$ cat src/rtl/usb_rx_ctrl.sv
// usb_rx_ctrl: forwards received USB packet bytes from the receiver FIFO to the host and reports per-packet status.
module usb_rx_ctrl #(
  parameter int MAX_LEN = 64,
  parameter int TIMEOUT = 4096
) (
  input  logic       clk,
  input  logic       n_rst,
  input  logic       rcving,
  input  logic       r_error,
  input  logic       empty,
  input  logic [7:0] r_data,
  input  logic [3:0] PID,
  output logic       r_enable,
  output logic       rx_valid,
  input  logic       rx_ready,
  output logic [7:0] rx_data,
  output logic       stat_valid,
  input  logic       stat_ready,
  output logic [3:0] stat_pid,
  output logic [6:0] stat_len,
  output logic [1:0] stat_err
);
  localparam int TW = $clog2(TIMEOUT + 1);
  typedef enum logic [1:0] {IDLE, RCV, FLUSH, STATUS} state_t;
  state_t state, state_n;
  logic [6:0] len, len_n;
  logic [1:0] err, err_n;
  logic [3:0] pid_n;
  logic [TW-1:0] tcnt, tcnt_n;
  logic full, to_hit, done, pop;
  always_ff @(posedge clk) begin
    if (n_rst) begin
      state    <= IDLE;
      len      <= '0;
      err      <= '0;
      tcnt     <= '0;
      stat_pid <= '0;
    end else begin
      state    <= state_n;
      len      <= len_n;
      err      <= err_n;
      tcnt     <= tcnt_n;
      stat_pid <= pid_n;
    end
  end
  always_comb begin
    full       = len == 7'(MAX_LEN);
    done       = ~rcving & empty;
    // a full packet hides the next byte so the host never sees one that will be dropped
    rx_valid   = state == RCV && ~empty && ~full;
    pop        = rx_valid & rx_ready;
    r_enable   = ~n_rst && (pop || (state == FLUSH && ~empty));
    rx_data    = rx_valid ? r_data : '0;
    stat_valid = state == STATUS;
    tcnt_n     = (state == RCV && rcving) ? tcnt + 1'b1 : '0;
    to_hit     = state == RCV && rcving && tcnt_n == TW'(TIMEOUT);
    state_n    = state;
    len_n      = len;
    err_n      = err;
    pid_n      = stat_pid;
    case (state)
      IDLE: if (rcving || ~empty) begin
        state_n = RCV;
        len_n   = '0;
        err_n   = '0;
      end
      RCV: begin
        len_n = len + {6'b0, pop};
        if (r_error) begin
          err_n   = 2'b01;
          state_n = FLUSH;
        end else if (full && ~empty) begin
          err_n   = 2'b10;
          state_n = FLUSH;
        end else if (to_hit) begin
          err_n   = 2'b11;
          state_n = FLUSH;
        end else if (done) begin
          pid_n   = PID;
          state_n = STATUS;
        end
      end
      FLUSH: if (done) begin
        pid_n   = PID;
        state_n = STATUS;
      end
      STATUS: state_n = stat_ready ? IDLE : STATUS;
      default: state_n = IDLE;
    endcase
    stat_len = len;
    stat_err = err;
  end
endmodule

$ cat config.mk
export PLATFORM = sky130hd
export DESIGN_NAME = usb_rx_ctrl
export DESIGN_NICKNAME = d
export VERILOG_FILES = /design/src/rtl/usb_rx_ctrl.sv
export SDC_FILE = /design/constraint.sdc
export NUM_CORES = 1
export LEC_CHECK = 0
export CAP_MARGIN = 20
export CELL_PAD_IN_SITES_DETAIL_PLACEMENT = 0
export CELL_PAD_IN_SITES_GLOBAL_PLACEMENT = 1
export CORE_MARGIN = 2
export CORE_UTILIZATION = 34
export CTS_BUF_LIST = sky130_fd_sc_hd__clkbuf_4 sky130_fd_sc_hd__clkbuf_8 sky130_fd_sc_hd__clkbuf_16
export CTS_CLUSTER_DIAMETER = 30
export DETAILED_ROUTE_END_ITERATION = 12
export GPL_TIMING_DRIVEN = 0
export PLACE_DENSITY_LB_ADDON = 0.1
export SYNTH_ARGS = -nofsm -noshare
export SYNTH_HDL_FRONTEND = slang
export SYNTH_SLANG_ARGS = --single-unit
$ cat constraint.sdc
create_clock -name clk -period 3.15 [get_ports clk]
set_input_delay 0.63 -clock clk [delete_from_list [all_inputs] [get_ports clk]]
set_output_delay 0.63 -clock clk [all_outputs]
set_load 0.05 [all_outputs]
# == Yosys cells after proc, flatten, opt, wreduce, memory -nomap -nowiden ==
# Index checks and enable logic that the tools add are counted.
# totals
regBits,28
latchBits,0
ram_bits,0
mem_bits_ro,0
in_bits,19
out_inout_bits,24
wordCells,59
n_memories,0
# classes
n_addsub,2
mul,0
div,0
magnitude_cmp,0
eq_ne,10
n_shift,0
mux,21
n_bitwise,6
reduce_logical,15
# ops
cell,count
2-to-1 mux 2 bit,10
2-to-1 mux 4 bit,4
one-hot mux 7 bit (2 select lines),1
adder 13 x 1 -> 13 bit (second input constant),1
== test 13 bit (second input constant),1
2-to-1 mux 13 bit,1
2-to-1 mux 8 bit,1
!= test 2 bit (second input constant),4
one-hot mux 2 bit (4 select lines),1
one-hot mux 4 bit (2 select lines),1
adder 7 x 1 -> 7 bit,1
== test 7 bit (second input constant),1
logical AND 1 bit,7
2-to-1 mux 7 bit,1
== test 2 bit (second input constant),2
!= test 4 x 3 -> 1 bit (second input constant),1
inverter 1 bit,4
one-hot mux 2 bit (2 select lines),1
AND reduction 4 bit,1
nonzero test 2 bit,2
AND reduction 3 bit,1
AND 1 bit,2
== test 2 x 1 -> 1 bit (second input constant),1
zero test 2 bit,1
2 further kinds,3

# == Logic depth before layout (Yosys ltp) ==
# depth
depth_word,9
mapped_depth,11
ltp_nobuf,11

# == Least setup slack after synthesis ==
# OpenSTA, ideal clock, no wires.
# synth_path
kind,register to output
from,reg len[1] (netlist: stat_len[1])
to,out r_enable
t_arrival_ns,2.701
t_required_ns,2.520
path_slack_ns,-0.181
path_stages_with_launch,7
n_path_buf,0
path_cell_list,dfxtp_1 -> or4_1 -> nor4b_2 -> nor3_2 -> and2_1 -> a21oi_1 -> nor2_1
# synth_via
elab_chain_cells,6
# synth_rtl
element,line,rtl
start: declaration,26,"logic [6:0] len, len_n;"
start signal: assignment,40,len <= len_n;
== test 7 bit,47,full = len == 7'(MAX_LEN);
inverter 1 bit,50,rx_valid = state == RCV && ~empty && ~full;
logical AND 1 bit,50,
via rx_valid,14,"output logic rx_valid,"
AND 1 bit,51,pop = rx_valid & rx_ready;
logical OR 1 bit,52,r_enable = ~n_rst && (pop || (state == FLUSH && ~empty));
logical AND 1 bit,52,
end: declaration,13,"output logic r_enable,"
# The timed path passes the listed nets, and every way through them passes these cells.

# == Final worst setup path ==
# layout_path
from,in empty
to,out rx_valid
# layout_via
elab_chain_cells,3
# layout_rtl
element,line,rtl
start: declaration,10,"input logic empty,"
inverter 1 bit,50,
logical AND 1 bit (2 in a row),50,
end: declaration,14,
# No other way between the ends.

==> results by group <==
Clocking
  – Root buffer cell: clkbuf_8
  – Clock buffer depth: 2
  – CTS Buf Count: 3
  – Reg clk slew, reported paths: 0.09 ns
  – CTS tree: yes
  – H-tree depth: 1
  – Post-CTS Setup Bufs: 0
  – Hold-fix buffers, CTS: 0
  – CTS Sinks: 28
  – Clk_lat worst skew: 0.28 ns

Synth
  – Mapped Avg Cell Area: between 8 and 9 µm²
  – Top-count cell post-synth: nor2_1
  – Syn_nets: approximately 200
  – Syn Std Cell Area: around 1500 µm²
  – Sequential share of the synthesized area: 0.377
  – Synth cell types: 48
  – Synth area leaders: dfxtp_1 (38%), nor2_1 (8.6%), and2_1 (4.6%), xnor2_1 (3.5%), xor2_1 (3.5%)
  – Post-synth ARST share: 0
  – Commonest cells in the synthesized netlist: nor2_1 (34), dfxtp_1 (28), and2_1 (11)
  – Top cell type's share of synthesized area: 0.377
  – Synth area leader: dfxtp_1
  – Yosys warnings: 0
  – Yosys reg bits: 28
  – Ys flop type: dfxtp_1
  – Mapped Cells: 177
  – Post-synth EDFFs: 0

Power and ir drop
  – P_leak: 0.823 nW
  – Reg power frac: 0.476
  – PwrDens: 382 nW/µm²
  – Psw: 0.230 mW
  – Peak supply drop: 0.167 mV
  – Switching part of the total: 0.298
  – Share of power burned in combinational logic: 0.229
  – Pwr Total: 0.771 mW
  – Clk pwr share: 0.294
  – Internal: 0.541 mW

Detailed routing
  – Avg WL per Cell: about 14 µm
  – WL final: 3750 µm
  – Post-route ant nets: 0
  – DRC: 0
  – DR vias: 1,406
  – First DRT Iteration DRCs: 34
  – Vias per inst: a little over 5
  – Number of iterations in the first detailed-routing pass: 4

Placed design
  – Dpl hpwl: 2900 µm
  – Cell area after placement: 1970 µm²
  – Final GP Congestion: 0.763
  – Buffers on Ports: 41

Hold path
  – Hold Path Origin: tcnt[0]
  – Hold Path Class: flop to flop

Final layout
  – Share of cells above drive strength 1: 0.0946
  – Reg area: 561 µm²
  – Area grow syn2layout: 35.7%
  – Number of fill cells: 436
  – Multi-input gate area: about 890 µm²
  – Post-route cell area: just over 2000 µm²
  – NumNets Final: 245
  – # diodes: 0
  – Final core occ: 0.470

Timing
  – RSZ-0062 raised after global routing: no
  – Max Freq: 0.328 GHz
  – Slew @ Worst Pin: about 0.52 ns
  – Rel. slew slack: 0.655
  – Max-slew violation count: 0
  – Fin crit share: 0.966
  – Clock skew: 0.00315 ns
  – Fin. Hold Viols: 0
  – Final setup vio count: 0
  – Tmin final: 3.04 ns

Global route
  – Vias in the first global route: 1,400
  – Largest net degree at the start of global routing: 16
  – Initial antenna violation count: 0
  – First-pass GRT wire length: 6400 µm
  – Gr usage total: 0.161
  – Grt ovf: 0

Setup path
  – Critical path launch point type: primary input
  – Critical R2R Launch: stat_len[0]
  – Crit-path max FO: 10
  – CP Launch Point: empty
  – Critical Path AT: between 2 and 2.5 ns
  – Worst Path Required: 2.52 ns
  – Type of destination of the critical path: primary output
  – Worst setup path class: primary input to primary output

Die
  – Num ports: 43
  – Number of core rows: 24
  – Die ar.: 4920 µm²
  – Die width: 70.1 µm
  – Initial Util: 0.346
  – CORE AREA: 4290 µm²
  – Die height: 70.1 µm

Outcome
  – Status: completed

Flow run
  – Max capacitance violation total: 0
area by class of cell:
cell class,count,area share
Inverter,4,0.00744
Buffer,7,0.0180
Clock buffer,4,0.0273
Tap cell,52,0.0323
Timing Repair Buffer,41,0.196
Sequential cell,28,0.278
Multi-Input combinational cell,138,0.441
state kept, by name, summed over array words and instances, names as in the netlist:
| register | cells |
|---|---|
| stat_len | 7 |
| stat_err | 2 |
| tcnt | 13 |
| state | 2 |
| stat_pid | 4 |
power by group through the flow:
stage	Clock [mW]	Combinational (mW)	Sequential, mW
after global routing	0.253	0.192	0.369
after CTS	0.235	0.177	0.367
after detailed placement	0	0.181	0.376
final	0.227	0.177	0.367
after global placement	0	0.178	0.375
after floorplan	0	0.107	0.384
layer usage:
| layer | track usage | wire length (µm) | part of all wire | vias to the layer above |
|---|---|---|---|---|
| li1 | - | - | - | 708 |
| met1 | 0.190 | 1650 | 0.44 | 666 |
| met2 | 0.287 | 1910 | 0.51 | 25 |
| met3 | 0.0274 | 113 | 0.030 | 7 |
| met4 | 0.0705 | 80 | 0.021 | 0 |
| met5 | 0 | 0 | 0 | - |
critical path, stage by stage:
cell and delay, ns:
clkdlybuf4s50_1 0.50, nor3_4 0.40, clkdlybuf4s50_1 0.88
metrics by stage:
stage	hold WS, ns	worst slack, ns	TNS, ns	std cells
2_1_floorplan	0.426	0.0890	0	177
3_3_place_gp	0.451	-0.160	-0.160	270
3_5_place_dp	0.463	-0.160	-0.160	270
4_1_cts	0.486	0.0223	0	274
5_1_grt	0.518	0.0546	0	274
6_report	0.475	0.106	0	274
path summary, 6_finish.rpt:
kind | to | slack [ns] | cells after the start
worst min-delay path | tcnt[0] | 0.48 | 1
worst max-delay path | rx_valid | 0.11 | 3
worst min register to register | tcnt[0] | 0.48 | 1
worst max register to register | stat_len[6] | 0.43 | 10
repair_timing:
| action | 4_1_cts | 5_1_grt |
|---|---|---|
| endpoints found under the setup margin | 9 | 1 |
| resized for setup | 10 | 2 |
| endpoints found under the hold margin | 0 | 0 |
cells by family (layout without fill, tap and decap cells):
kind of cell | count (synthesis) | count (layout) | synth area share
xor+xnor | 12 | 12 | 0.0707
simple gates | 90 | 90 | 0.324
flops | 28 | 28 | 0.377
compound gates | 28 | 28 | 0.135
buf+inv | 11 | 56 | 0.0345
mux | 5 | 5 | 0.0337
fa+ha+maj | 3 | 3 | 0.0253
cell usage in the layout (no fill, tap or decap), types with 5 or more instances in the layout:
cell             netlist  routed
a21oi_1                5       5
a22oi_1                5       5
and2_1                11      11
clkdlybuf4s50_1        0      32
dfxtp_1               28      28
dlygate4sd2_1          0       8
mux2i_1                5       5
nand2_1                8       8
nand3_1                6       6
nor2_1                34      34
xnor2_1                6       6
xor2_1                 6       6
(Power assumes the default switching activity.)
